===== config.mk =====
export PLATFORM = sky130hd
export DESIGN_NAME = uart_tx_arbiter
export DESIGN_NICKNAME = d
export VERILOG_FILES = /design/src/rtl/uart_tx_arbiter_pkg.sv /design/src/rtl/uart_tx_arbiter_rr_arbiter.sv /design/src/rtl/uart_tx_arbiter.sv
export SDC_FILE = /design/constraint.sdc
export NUM_CORES = 1
export LEC_CHECK = 0
export BUFFER_PORTS_ARGS = -buffer_cell sky130_fd_sc_hd__buf_2
export CAP_MARGIN = 25
export CORE_AREA = 2 2 52 54
export DETAILED_ROUTE_END_ITERATION = 10
export DIE_AREA = 0 0 54 56
export GPL_TIMING_DRIVEN = 0
export PLACE_DENSITY = 0.94
export SLEW_MARGIN = 20
export SYNTH_ARGS = -nofsm -noshare
export SYNTH_HDL_FRONTEND = slang
export SYNTH_SLANG_ARGS = --single-unit

===== constraint.sdc =====
create_clock -name iClk -period 8.1 [get_ports iClk]
set_clock_uncertainty 0.05 [all_clocks]
set_input_delay 0 -clock iClk [delete_from_list [all_inputs] [get_ports iClk]]
set_output_delay 0 -clock iClk [all_outputs]
set_load 0.02 [all_outputs]

===== src/rtl/uart_tx_arbiter_pkg.sv =====
// Shared definitions for the UART TX arbiter slice: FSM encodings and default byte width.
package uart_tx_arbiter_pkg;

  localparam int UART_DATA_W = 8;

  typedef enum logic [0:0] {
    ST_IDLE = 1'b0,
    ST_XFER = 1'b1
  } state_t;

endpackage


===== src/rtl/uart_tx_arbiter_rr_arbiter.sv =====
// Combinational rotating-priority search: the first requester after ptr (mod NUM_SRC) wins.
module rr_arbiter #(
  parameter int NUM_SRC = 3,
  parameter int IDX_W   = (NUM_SRC > 1) ? $clog2(NUM_SRC) : 1
) (
  input  logic [NUM_SRC-1:0] req,
  input  logic [IDX_W-1:0]   ptr,
  output logic [NUM_SRC-1:0] winner,
  output logic [IDX_W-1:0]   winIdx,
  output logic               anyReq
);

  int               cand;
  logic [IDX_W-1:0] candIdx;

  always_comb begin
    winner  = '0;
    winIdx  = '0;
    anyReq  = 1'b0;
    cand    = 0;
    candIdx = '0;
    for (int i = 1; i <= NUM_SRC; i++) begin
      cand    = (int'(ptr) + i) % NUM_SRC;
      candIdx = IDX_W'(cand);
      if (!anyReq && req[candIdx]) begin
        anyReq          = 1'b1;
        winner[candIdx] = 1'b1;
        winIdx          = candIdx;
      end
    end
  end

endmodule


===== src/rtl/uart_tx_arbiter.sv =====
// Round-robin sharing of the UART TX FIFO push port; a grant is held for a whole message.
//   state   | meaning
//   ST_IDLE | no grant; pick next requester after ptr
//   ST_XFER | granted source streams bytes until last, truncation or cancel
module uart_tx_arbiter
  import uart_tx_arbiter_pkg::*;
#(
  parameter int NUM_SRC = 3,
  parameter int DATA_W  = UART_DATA_W,
  parameter int MAX_LEN = 16
) (
  input  logic                      iClk,
  input  logic                      iRst,
  input  logic [NUM_SRC-1:0]        iReq,
  input  logic [NUM_SRC-1:0]        iValid,
  input  logic [NUM_SRC*DATA_W-1:0] iData,
  input  logic [NUM_SRC-1:0]        iLast,
  input  logic                      iFull,
  output logic [NUM_SRC-1:0]        oGrant,
  output logic [NUM_SRC-1:0]        oAck,
  output logic                      oPush,
  output logic [DATA_W-1:0]         oWrData,
  output logic                      oBusy,
  output logic                      oAbort
);

  localparam int IDX_W = (NUM_SRC > 1) ? $clog2(NUM_SRC) : 1;
  localparam int CNT_W = $clog2(MAX_LEN + 1);

  state_t             state, stateNxt;
  logic [NUM_SRC-1:0] grant, grantNxt;
  logic [IDX_W-1:0]   gIdx, gIdxNxt;
  logic [IDX_W-1:0]   ptr, ptrNxt;
  logic [CNT_W-1:0]   count, countNxt;
  logic               abort, abortNxt;

  logic [NUM_SRC-1:0] winner;
  logic [IDX_W-1:0]   winIdx;
  logic               anyReq;
  logic               accept;
  logic [DATA_W-1:0]  srcData [NUM_SRC];

  for (genvar k = 0; k < NUM_SRC; k++) begin : g_unpack
    assign srcData[k] = iData[k*DATA_W +: DATA_W];
  end

  rr_arbiter #(.NUM_SRC(NUM_SRC), .IDX_W(IDX_W)) uRr (
    .req    (iReq),
    .ptr    (ptr),
    .winner (winner),
    .winIdx (winIdx),
    .anyReq (anyReq)
  );

  assign accept  = (state == ST_XFER) & iReq[gIdx] & iValid[gIdx] & ~iFull;
  assign oPush   = accept;
  assign oAck    = accept ? grant : '0;
  assign oWrData = accept ? srcData[gIdx] : '0;
  assign oGrant  = grant;
  assign oBusy   = (state == ST_XFER);
  assign oAbort  = abort;

  always_ff @(posedge iClk or posedge iRst) begin
    if (iRst) begin
      state <= ST_IDLE;
      grant <= '0;
      gIdx  <= '0;
      ptr   <= IDX_W'(NUM_SRC - 1);
      count <= '0;
      abort <= 1'b0;
    end else begin
      state <= stateNxt;
      grant <= grantNxt;
      gIdx  <= gIdxNxt;
      ptr   <= ptrNxt;
      count <= countNxt;
      abort <= abortNxt;
    end
  end

  always_comb begin
    stateNxt = state;
    grantNxt = grant;
    gIdxNxt  = gIdx;
    ptrNxt   = ptr;
    countNxt = count;
    abortNxt = 1'b0;
    case (state)
      ST_IDLE: begin
        if (anyReq) begin
          stateNxt = ST_XFER;
          grantNxt = winner;
          gIdxNxt  = winIdx;
          ptrNxt   = winIdx;
          countNxt = '0;
        end
      end
      ST_XFER: begin
        if (!iReq[gIdx]) begin
          stateNxt = ST_IDLE;
          grantNxt = '0;
          abortNxt = 1'b1;
        end else if (accept) begin
          if (iLast[gIdx]) begin
            stateNxt = ST_IDLE;
            grantNxt = '0;
          end else if (count == CNT_W'(MAX_LEN - 1)) begin
            // Message overran MAX_LEN: drop the grant so other sources are not starved.
            stateNxt = ST_IDLE;
            grantNxt = '0;
            abortNxt = 1'b1;
          end else begin
            countNxt = count + 1'b1;
          end
        end
      end
      default: begin
        stateNxt = ST_IDLE;
        grantNxt = '0;
      end
    endcase
  end

endmodule


==> metrics.csv <==
metric;value;unit
status;finished clean;
layout cells sized above 1;28.0;%
critical path data required time;8.24;ns
CP Max Fanout;10;
CP Cell Sequence;buf_4 > clkbuf_1 > inv_1 > ha_1 > clkbuf_1 > mux2i_1 > o21ai_1 > o31ai_1 > a221oi_1 > a21o_1;
initial antenna violation count;0;
CTS tree;yes;
Post CTS Setup Buffer Count;0;
Worst-Margin Slew;0.716;ns
clock sink count;13;
reg-to-reg critical path startpoint;gIdx[0];
top post-synthesis cells by area;dfrtp_1 25%, mux2i_1 12%, nor2_1 7.5%;
cts bufs inserted;3;
Core Box Area;2430;um^2
power share of the combinational group;72.8;%
Yosys reg bits;13;
DR vias;1341;
Final Power;525;uW
distinct cell type count of the synthesized netlist;40;
Worst EP arrival;3.60;ns
average size of a mapped cell;7.75;um^2
Main synth FF type;dfrtp_1;
Max Cap Viol;0;
worst setup path class;reg2reg;
Final period util;42.6;%
Final min period;3.45;ns
total gr overflow;0;
Mapped Nets;198;
Reg-to-Reg End;gIdx[0];
DP Area;1510;um^2
Async SR Flop Fraction;100;%
1st-pass router iterations;5;
top cells by instance count after synthesis;24 x nor2_1, 15 x a21oi_1, 15 x mux2i_1, 12 x dfrtp_1, 10 x o21ai_0;
Netlist Area Pre-Place;1210;um^2
Worst path most repeated cell;clkbuf_1;
Hold Path Depth;4;
I/O pin total;53;
GR Util All Layers;22.4;%
CTS max path bufs;2;
final worst slack;4.65;ns
die footprint;3020;um^2
Psw;262;uW
Max Transition Viols Final;0;
post-route ant nets;0;
WL/cell;12.6;um
clock latency at the later pin of the worst-skew pair;0.29;ns
gpl congestion;0.939;
Slew headroom;51.9;%
Yosys Warn Count;0;
power per cell area;338;nW/um^2
filler instances;223;
Detail Placement HPWL;2450;um
final instance area;1550;um^2
setup_tns;0;ns
reg2reg setup slack;4.65;ns
post_cts resized;0;
vias per std cell;5.50;
unrepaired setup endpoints after global routing;no;
Reg power frac;18.9;%
FP Rows;18;
Crit. End Element;flop;
Post-Syn Instances;156;
leading area contributor after synthesis;dfrtp_1;
worst min path class;in2reg;
Final Hold Fails;0;
first-pass GRT wire length;5170;um
CP max stage delay;0.69;ns
Crit-path slowest cell;o31ai_1;
r2r worst-path depth;10;
Layout area overhead;28.5;%
number of synthesized flops with an enable pin;0;
FMAX;290;MHz
Yosys top cell area share;24.8;%
Int Power;264;uW
setup slack at placement;4.63;ns
Post-layout nets;257;
initial drt markers;12;
H-tree Lvls;1;
VDD IR max;0.191;mV
number of global-route vias before repair;1223;
Endpoint, Worst Hold;ptr[1];
CP Launch Type;flop;
Sw Ratio;49.8;%
sequential area share after synthesis;27.0;%
# setup viols final;0;
WL final;3070;um
clock root buffer;clkbuf_4;
Clock power frac;8.3;%
worst hold start;iReq[2];
Die Y;56;um
Clock transition at path regs;0.09;ns
die width;54;um
Initial Util;49.7;%
largest net degree at the start of global routing;14;
P_leak;0.000800;uW
# diodes;0;
most frequent cell after synthesis;nor2_1;
I/O Buffers;52;
residual DRC count;0;
sequential cells by signal, indices dropped and copies added (netlist names):
name and count:
oGrant 3, oBusy 1, oAbort 1, gIdx 2, count 5, ptr 1
area by class of cell:
cell class	count	area [um^2]	area share, %
sequential	13	327	21.0
tap	30	37.5	2.42
clock buffer	4	26.3	1.69
timing repair buffer	54	280	18.0
inverter	9	33.8	2.18
multi-input combinational	124	805	51.8
buffer	10	43.8	2.82
cells in the final DEF (no fill, tap or decap), types with 4 or more instances in the layout:
master / synthesis / layout
nor2b_1: 4 / 4
inv_1: 9 / 9
nor2_1: 24 / 24
o21ai_0: 10 / 10
buf_2: 1 / 53
mux2i_1: 15 / 15
dfrtp_1: 12 / 12
clkbuf_1: 5 / 6
nand2_1: 7 / 7
a21oi_1: 15 / 15
nand3b_1: 6 / 6
a21o_1: 5 / 5
ha_1: 6 / 6
how the worst max path moves through the flow:
| stage | slack [ns] | start | endpoint | depth (start not counted) |
|---|---|---|---|---|
| 6_report | 4.65 | gIdx[0] | gIdx[0] | 10 |
| 5_1_grt | 4.28 | gIdx[0] | gIdx[0] | 10 |
| 3_5_place_dp | 4.63 | gIdx[0] | gIdx[0] | 10 |
| 2_1_floorplan | 5.22 | gIdx[0] | gIdx[0] | 10 |
| 4_1_cts | 4.61 | gIdx[0] | gIdx[0] | 10 |
| 3_3_place_gp | 4.73 | gIdx[0] | gIdx[0] | 10 |
timing repair:
action / CTS / global route
endpoints found under the hold margin: 12 / 1
endpoints found under the setup margin: 0 / 0
hold buffers: 1 / 1
critical path, delay by kind of cell, from the launching register on:
kind	cells	cell delay, ns
adders and majority gates	1	0.33
AOI/OAI and AO/OA	4	1.20
DFF	1	0.40
buffers and inverters	4	1.14
muxes	1	0.23
power by group through the flow:
stage	registers, uW	clock network [uW]	logic [uW]
floorplan	110	0	288
global placement	99.2	0	370
detailed placement	101	0	380
CTS	99.9	42.6	382
global route	102	47.3	429
finish	99.4	43.5	382
through the flow:
stage	cells	hold WS [ns]	util [%]
3_5_place_dp	238	-0.00184	61.9
3_3_place_gp	238	-0.0165	61.9
4_1_cts	243	0.00356	63.4
5_1_grt	244	0.194	63.8
2_1_floorplan	156	-0.174	-
6_report	244	0.165	63.8
layer usage:
metal / wire length (um) / part of all wire, % / track usage (%)
met1: 1300 / 42 / 29.3
met2: 1530 / 50 / 37.5
met3: 204 / 6.6 / 2.15
met4: 34 / 1.1 / 7.50
met5: 0 / 0 / 0
cell families (layout without fill, tap and decap cells):
family                   Yosys count  in the layout  synth area share, %
flip-flops                        13             13                 27.0
multiplexers                      15             15                 12.4
adder cells (fa/ha/maj)            6              6                 6.21
AO/OA/AOI/OAI                     49             49                 25.8
buffers and inverters             19             77                 6.42
AND/OR/NAND/NOR                   54             54                 22.2
Power figures use the tool's default switching activity.
